===== config.mk =====
export PLATFORM = sky130hd
export DESIGN_NAME = tt_vector_seq
export DESIGN_NICKNAME = d
export VERILOG_FILES = /design/src/rtl/tt_vector_seq.sv
export SDC_FILE = /design/constraint.sdc
export NUM_CORES = 1
export LEC_CHECK = 0
export BUFFER_PORTS_ARGS = -buffer_cell sky130_fd_sc_hd__buf_2
export CORE_AREA = 4 4 41 43
export CTS_CLUSTER_SIZE = 28
export DETAILED_ROUTE_END_ITERATION = 8
export DIE_AREA = 0 0 45 47
export SKIP_CTS_REPAIR_TIMING = 1
export SYNTH_ARGS = -nofsm -noshare
export SYNTH_HDL_FRONTEND = slang
export SYNTH_SLANG_ARGS = --single-unit

===== constraint.sdc =====
create_clock -name clock -period 3.78 [get_ports clock]
set_clock_uncertainty 0.2 [all_clocks]
set_input_delay 0.378 -clock clock [delete_from_list [all_inputs] [get_ports clock]]
set_output_delay 0.378 -clock clock [all_outputs]
set_load 0.02 [all_outputs]

===== src/rtl/tt_vector_seq.sv =====
// Vector counter and settle timer for the truth-table sweep; steered by
// load/advance/count strobes from the checker FSM.
module tt_vector_seq #(
    parameter int unsigned N_IN   = 3,
    parameter int unsigned SETTLE = 1
) (
    input  logic            clock,
    input  logic            reset,
    input  logic            load,
    input  logic            advance,
    input  logic            count,
    output logic [N_IN-1:0] vec,
    output logic            wait_done,
    output logic            last_vec
);

    localparam logic [3:0] SETTLE_CNT = 4'(SETTLE);

    logic [3:0] wcnt;

    always_ff @(posedge clock) begin
        if (reset) begin
            vec  <= '0;
            wcnt <= '0;
        end else if (load) begin
            vec  <= '0;
            wcnt <= SETTLE_CNT;
        end else if (advance) begin
            vec  <= vec + 1'b1;
            wcnt <= SETTLE_CNT;
        end else if (count) begin
            wcnt <= wcnt - 4'd1;
        end
    end

    assign wait_done = (wcnt == 4'd0);
    assign last_vec  = &vec;

endmodule


# Yosys cells after proc, flatten, opt, wreduce, memory -nomap -nowiden

Cells that the tools add are included.

Output and inout port bits: 5
Logic and storage cells: 13
Bits in registers: 7
Input bits: 5

Mux-type cells: 3
Add/sub/neg operators: 2
Reductions and logical operators: 5

Operator list:

| cell                                              | number |
|---|---|
| logical NOT 4 bit                                 | 1 |
| subtractor 4 x 1 -> 4 bit (second input constant) | 1 |
| adder 3 x 1 -> 3 bit (second input constant)      | 1 |
| 2-to-1 mux 1 bit                                  | 3 |
| AND reduction 3 bit                               | 1 |
| nonzero test 3 bit                                | 1 |
| OR reduction 3 bit                                | 1 |
| OR reduction 2 bit                                | 1 |

# Longest topological paths before layout

Gate-level depths: netlist of the first run.

Depth in word-level cells: 4
Mapped depth: 4
Mapped depth without buffers: 4

# Least setup slack after synthesis of the first run

OpenSTA, ideal clock, no wires.

Kind: flip-flop to output port
Start: register wcnt[0]
End: output port wait_done
Buffers on the path: 0
Stages on the path, launching flop included: 4
Data arrival time: 1.071 ns
Required time: 3.202 ns
Path slack: 2.131 ns
Cell sequence: dfxtp_1 > inv_1 > ha_1 > nor3b_1

Longest elaborated chain between the ends: 1

RTL lines:

| element                | RTL line | RTL |
|---|---|---|
| start, declared        | 19       | `logic [3:0] wcnt;` |
| start signal, assigned | 32       | `wcnt <= wcnt - 4'd1;` |
| logical NOT 4 bit      | 36       | `assign wait_done = (wcnt == 4'd0);` |
| end, declared          | 13       | `output logic wait_done,` |

Every way passes these cells.

# Worst setup path in the final report of the first run

Same ends and word-level chain as after synthesis.

==> results.md, run 1 <==
* Fin. Hold Viols at 0
* Fin crit period at ~1.8 ns
* Worst-path fanout max at 3
* Final critical-path share of the clock period at a little under half
* Synth area leader: dfxtp_1
* CP startpoint kind: register
* Area added between synthesis and finish at 22.1%
* Slowest cell on the critical path: dfxtp_1
* Commonest non-fill, non-tap cell in the layout: buf_2
* WP data required at 3.20 ns
* LEAKAGE at between 0.00015 and 0.0002 uW
* Sw Pwr at about 42 uW
* Non-Filler Instances at 60
* Bufs and invs on worst path at 2
* Drt total wl at approximately 700 um
* Initial Util at a little over a quarter
* Synth Area in Adders at a little over a tenth
* Worst slack, placed at around 2.3 ns
* Setup tns final at 0 ns
* Top cell type's share of synthesized area at about 39%
* Pin count of the biggest net entering global routing at 8
* Distinct cells, synth at 18
* Sequential share of power at a little under half
* Mapped cell area at roughly 360 sq um
* Synth Register Bits at 7
* CP peak stage delay at about 0.38 ns
* Internal at 126 uW
* TritonCTS clock tree: done
* Die X at roughly 45 um
* Initial DRC count at 0
* First-pass GRT wire length at approximately 1100 um
* Htree depth at 1
* Syn nets at between 40 and 50
* Compound-Gate Fraction of Synth Area at ~9.1%
* Fillers at about 140
* WL/cell at 11.6 um
* Total global-route track usage at about 7.5%
* Reg2reg setup slack at about 2.5 ns
* Die footprint at approximately 0.0021 sq mm
* Num rows at 13
* Final Setup Violations at 0
* Worst Hold Class: primary input to register
* Max Cap Viol at 0
* Commonest non-fill, non-tap cells in the layout: buf_2, dfxtp_1, nor3_1, ha_1, clkbuf_4
* Largest family of logic cells by synthesized area: simple AND/OR/NAND/NOR gates
* Final WS setup at roughly 2 ns
* Worst slew pin tran at 0.245 ns
* Antenna diodes at 0
* I/O pin count at 10
* Crit path DAT at roughly 1.2 ns
* Crit. End Element: output port
* Setup CP Type: register to output port
* Comb power frac at around 13%
* Final Slew Violations at 0
* Pwr/cell area at around 390 mW/mm^2
* Clk_lat worst skew at 0.25 ns
* Storage cell area at 140 sq um
* Highest clock rate at 563 MHz
* CP top delay family: flip-flops
* Initial DRT Pass Iterations at 1
* Seq/Total Area, Yosys at approximately 39%
* CTS max path bufs at 2
* Status: finished, final reports clean
* I/O Buffers at 9
* Core Region at roughly 0.0013 sq mm
* Clock Pin Slew Worst Setup and Hold Paths at ~0.050 ns
* Layout cells sized above 1 at a little over a third
* Syn Inst Count at 33
* Initial antenna violation count at 0
* Number of clock sinks at 7
* Drt via density at about 4.6
* Vias in the first global route at approximately 280
* CTS Buf Count at 3
* Area of the multi-input gates at between 150 and 200 sq um
* Mean Syn Cell Area at 10.8 sq um
* Relative slew slack at around 83%
* Worst IR Drop VDD at ~0.14 mV
* Clock Power Share at 40.5%
* Post-synthesis simple-gate area fraction at roughly 22%
* Final HPWL DP at between 500 and 600 um
* Switching part of the total at roughly a quarter
* Final Net Count at 54
* Mux contribution to synthesized area at 8.77%
* Vias at 273
* Area contributors post-synth: dfxtp_1, ha_1, mux2i_1
* Die height at between 40 and 50 um
* Ys Warns at 0
* GP Congestion at 0.686
* CTS Root Cell: clkbuf_4
* Placed insts at 56
* CP Cell Sequence: inv_1 -> ha_1 -> nor3b_1 -> buf_2
* Grt ovf at 0
* Post-Synth XOR/XNOR Area at under 10%
* Post-DRT Antenna Nets at 0
* RSZ-0062 raised after global routing: no
* DRC Markers at 0
per-stage QoR:
step           total power [uW]  util [%]  hold slack, ns  area [sq um]
2_1_floorplan              94.6         -           0.247           357
3_3_place_gp                101      31.4           0.317           409
3_5_place_dp                102      31.4           0.318           409
4_1_cts                     172      33.5           0.177           435
5_1_grt                     179      33.5           0.181           435
6_report                    168      33.5           0.189           435
worst paths after layout:
check,start,to,cells after the start
worst max-delay path,wcnt[0],wait_done,4
worst max register to register,vec[0],vec[2],4
worst min-delay path,reset,vec[0],2
worst min register to register,wcnt[1],wcnt[1],2
worst register-to-register path, stage by stage (launching register included):
cell     delay [ns]
dfxtp_1        0.33
ha_1           0.20
ha_1           0.27
mux2i_1        0.14
nor3_1         0.06
kinds of logic after synthesis:
kind of cell / Yosys count
simple gates: 11
flops: 7
compound gates: 4
buf+inv: 3
mux: 3
fa+ha+maj: 3
xor+xnor: 2
area by class of cell:
class / instances / share of cell area (%)
Multi-Input combinational cell: 23 / 45.4
Sequential cell: 7 / 32.2
Timing Repair Buffer: 9 / 10.3
Clock buffer: 4 / 6.03
Tap cell: 15 / 4.31
Inverter: 2 / 1.72
power groups by stage:
stage	clock network, uW	registers (uW)	logic (uW)
global route	76.3	78.8	23.6
CTS	71.4	78.5	21.8
finish	68.2	78.5	21.6
floorplan	0	80.6	14.0
detailed placement	0	80.1	21.7
global placement	0	80.0	21.1
cells in the mapped netlist:
master,n
buf_6,1
ha_1,3
nand3b_1,1
a21oi_1,2
inv_1,2
nor3_1,3
a211oi_2,1
a21bo_2,1
nor2_1,2
mux2_1,1
mux2i_1,2
nor4_1,1
nor4b_2,1
nor4b_1,1
nor3b_1,1
dfxtp_1,7
xnor2_1,2
or3_4,1
sequential cells by signal (all words and copies together) (netlist names):
name  count
wcnt      4
vec       3
per-layer routing:
metal  global-route usage [%]  routed length (um)
met1                     9.40                 371
met5                        0                   0
met2                     10.2                 282
met3                     3.45                  37
met4                     5.26                   5
Note: power is estimated with default switching activity, not from simulation.
==> run 2: changes to the inputs <==
--- a/config.mk
+++ b/config.mk
@@ -5,6 +5,7 @@
 export SDC_FILE = /design/constraint.sdc
 export NUM_CORES = 1
 export LEC_CHECK = 0
+export ABC_AREA = 1
 export BUFFER_PORTS_ARGS = -buffer_cell sky130_fd_sc_hd__buf_2
 export CORE_AREA = 4 4 41 43
 export CTS_CLUSTER_SIZE = 28
==> constraint.sdc (replaced) <==
create_clock -name clock -period 1.51 [get_ports clock]
set_clock_uncertainty 0.2 [all_clocks]
set_input_delay 0.151 -clock clock [delete_from_list [all_inputs] [get_ports clock]]
set_output_delay 0.151 -clock clock [all_outputs]
set_load 0.02 [all_outputs]
==> run 2 against run 1 <==
Net effect: the run now ends with negative hold slack left; setup slack lost 2.0 ns; first-iteration DRC count rose by 4; via count grew 14%; power grew to 2.6 times the previous value; register-to-register slack worse by 2.2 ns; design area rose by 9.2%; sequential cell count is the same; non-clock buffer count increased by 2; critical endpoint is now last_vec; largest cell class unchanged; highest routed layer is now met3.
==> results.md, run 2 <==
* CTS max path bufs at 2 (unchanged)
* Clk_lat worst skew at 0.25 ns (about the same)
* Mapped cell area at 344 sq um (-3.5%)
* Fillers at 147 (+4.3%)
* DRC Markers at 0 (unchanged)
* LEAKAGE at 0.000232 uW (+20%)
* Fin crit period at 1.46 ns
* Final HPWL DP at 487 um (-5.9%)
* EDFF count, synth at 0 (unchanged)
* Initial Util at 26.4% (-0.96 points)
* Drt via density at 4.16 (-8.6%)
* Mean Syn Cell Area at 7.65 sq um (-29%)
* CTS Root Cell: clkbuf_4
* Fin. Hold Viols at 1 (+1)
* Die height at 47 um (unchanged)
* Worst-path fanout max at 3 (unchanged)
* Core Region at 0.00130 sq mm (unchanged)
* I/O Buffers at 9 (unchanged)
* Syn Inst Count at 45 (+36%)
* Die footprint at 0.00212 sq mm (unchanged)
* Synth area leader: dfxtp_1
* Final WS setup at 0.0496 ns (-1.95 ns)
* Worst slack, placed at 0.247 ns (-2.02 ns)
* Vias in the first global route at 288 (+1.4%)
* Max Cap Viol at 0 (unchanged)
* Main synth FF type: dfxtp_1
* Antenna diodes at 0 (unchanged)
* Final Total Pwr at 433 uW (+160%)
* Final Slew Violations at 0 (unchanged)
* Max reg flops at 4 (unchanged)
* Commonest non-fill, non-tap cell in the layout: nand2_1
* WP data required at 1.16 ns (-2.04 ns)
* Grt ovf at 0 (unchanged)
* Storage cell area at 144 sq um (+2.7%)
* Initial DRT Pass Iterations at 2 (+1)
* Final critical-path share of the clock period at around 97%
* Biggest regs: wcnt x4, vec x3
* Setup CP Type: register to output port
* Clock Pin Slew Worst Setup and Hold Paths at 0.06 ns (about the same)
* TritonCTS clock tree: done
* Layout cells sized above 1 at 41.7% (+6.1 points)
* Status: finished, violations left
* Number of clock sinks at 7 (unchanged)
* Cell Area, Placed at 408 sq um (-0.31%)
* Drt total wl at 702 um (+0.72%)
* Ys Warns at 0 (unchanged)
* Crit path DAT at 1.11 ns (-0.09 ns)
* Worst IR Drop VDD at 0.691 mV (+400%)
* Die X at 45 um (unchanged)
* Post-synth ARST share at 0% (unchanged)
* Relative slew slack at 90.6% (+7.2 points)
* Final Net Count at 69 (+28%)
* Initial DRC count at 4 (+4)
* Htree depth at 1 (unchanged)
* WHS at -0.00333 ns (-0.193 ns)
* Final Setup Violations at 0 (unchanged)
* Pin count of the biggest net entering global routing at 6 (-2)
* CP startpoint kind: register
* Most common cell in the netlist: nand2_1
* Commonest non-fill, non-tap cells in the layout: nand2_1, buf_2, inv_1, nor2_1, dfxtp_1
* Synth Register Bits at 7 (unchanged)
* Syn nets at 53 (+29%)
* Area contributors post-synth: dfxtp_1, ha_1, nand2_1
* CTS Buf Count at 3 (unchanged)
* Post-DRT Antenna Nets at 0 (unchanged)
* Worst Hold Class: primary input to register
* Register with the most flip-flops: wcnt
* Area of the multi-input gates at 191 sq um (-3.2%)
* Distinct cells, synth at 16 (-2)
* Violated checks: negative hold slack
* Num rows at 13 (unchanged)
* WL/cell at 9.36 um (-19%)
* Pwr/cell area at 910 mW/mm^2 (+140%)
* Initial antenna violation count at 0 (unchanged)
* Post-synth top cells: nand2_1, dfxtp_1, inv_1
* Non-Filler Instances at 75 (+25%)
* Worst slew pin tran at 0.140 ns (-0.105 ns)
* Seq/Total Area, Yosys at 40.7% (+1.4 points)
* I/O pin count at 10 (unchanged)
* Crit. End Element: output port
* Top cell type's share of synthesized area at 40.7% (+1.4 points)
* GP Congestion at 0.722 (+5.2%)
* Final instance area at 475 sq um (+9.2%)
* Vias at 312 (+14%)
* Highest clock rate at ~680 MHz
* Total global-route track usage at 8.23% (+0.70 points)
* Area added between synthesis and finish at 38.2%
* Placed insts at 69 (+23%)
* First-pass GRT wire length at 1190 um (+6.8%)
run 2: per-stage QoR:
step,utilization (%),setup TNS [ns]
floorplan,-,0
global placement,31.3,0
detailed placement,31.3,0
CTS,33.4,-0.00547
global route,36.5,-0.0177
finish,36.5,0
run 2: final cells by class:
class / count / area share (%)
Clock buffer: 4 / 5.53
Inverter: 8 / 6.32
Multi-Input combinational cell: 30 / 40.3
Sequential cell: 7 / 30.3
Tap cell: 15 / 3.95
Timing Repair Buffer: 11 / 13.7
run 2: cells by family after synthesis:
family | count (synthesis) | synth area share (%)
flops | 7 | 40.7
buf+inv | 8 | 8.73
simple gates | 20 | 26.2
xor+xnor | 2 | 5.09
fa+ha+maj | 3 | 10.9
compound gates | 5 | 8.36
run 2: final timing paths:
check / end / cells past startpoint / start / slack (ns)
worst max-delay path: last_vec / 3 / vec[0] / 0.05
worst max register to register: wcnt[2] / 6 / wcnt[0] / 0.26
worst min-delay path: wcnt[1] / 4 / count / -0.003
worst min register to register: vec[2] / 2 / vec[2] / 0.29
run 2: power breakdown:
part           internal, uW  total (uW)  switching (uW)
combinational          29.0        61.9            32.8
clock                   101         174            73.1
sequential              191         197            5.23
total                   321         433             111
run 2: worst max-delay path, cell delays in order, from the launching register on:
cell	delay, ns
dfxtp_2	0.33
ha_1	0.20
ha_1	0.17
buf_2	0.15
run 2: routing by layer:
metal  vias up  GRT usage, %  wire (um)  part of all wire [%]
li1        167             -          -                     -
met1       140          10.3        323                    46
met2         5          11.6        369                    53
met3         0          2.30          9                   1.3
met4         0          7.02          0                     0
met5         -             0          0                     0
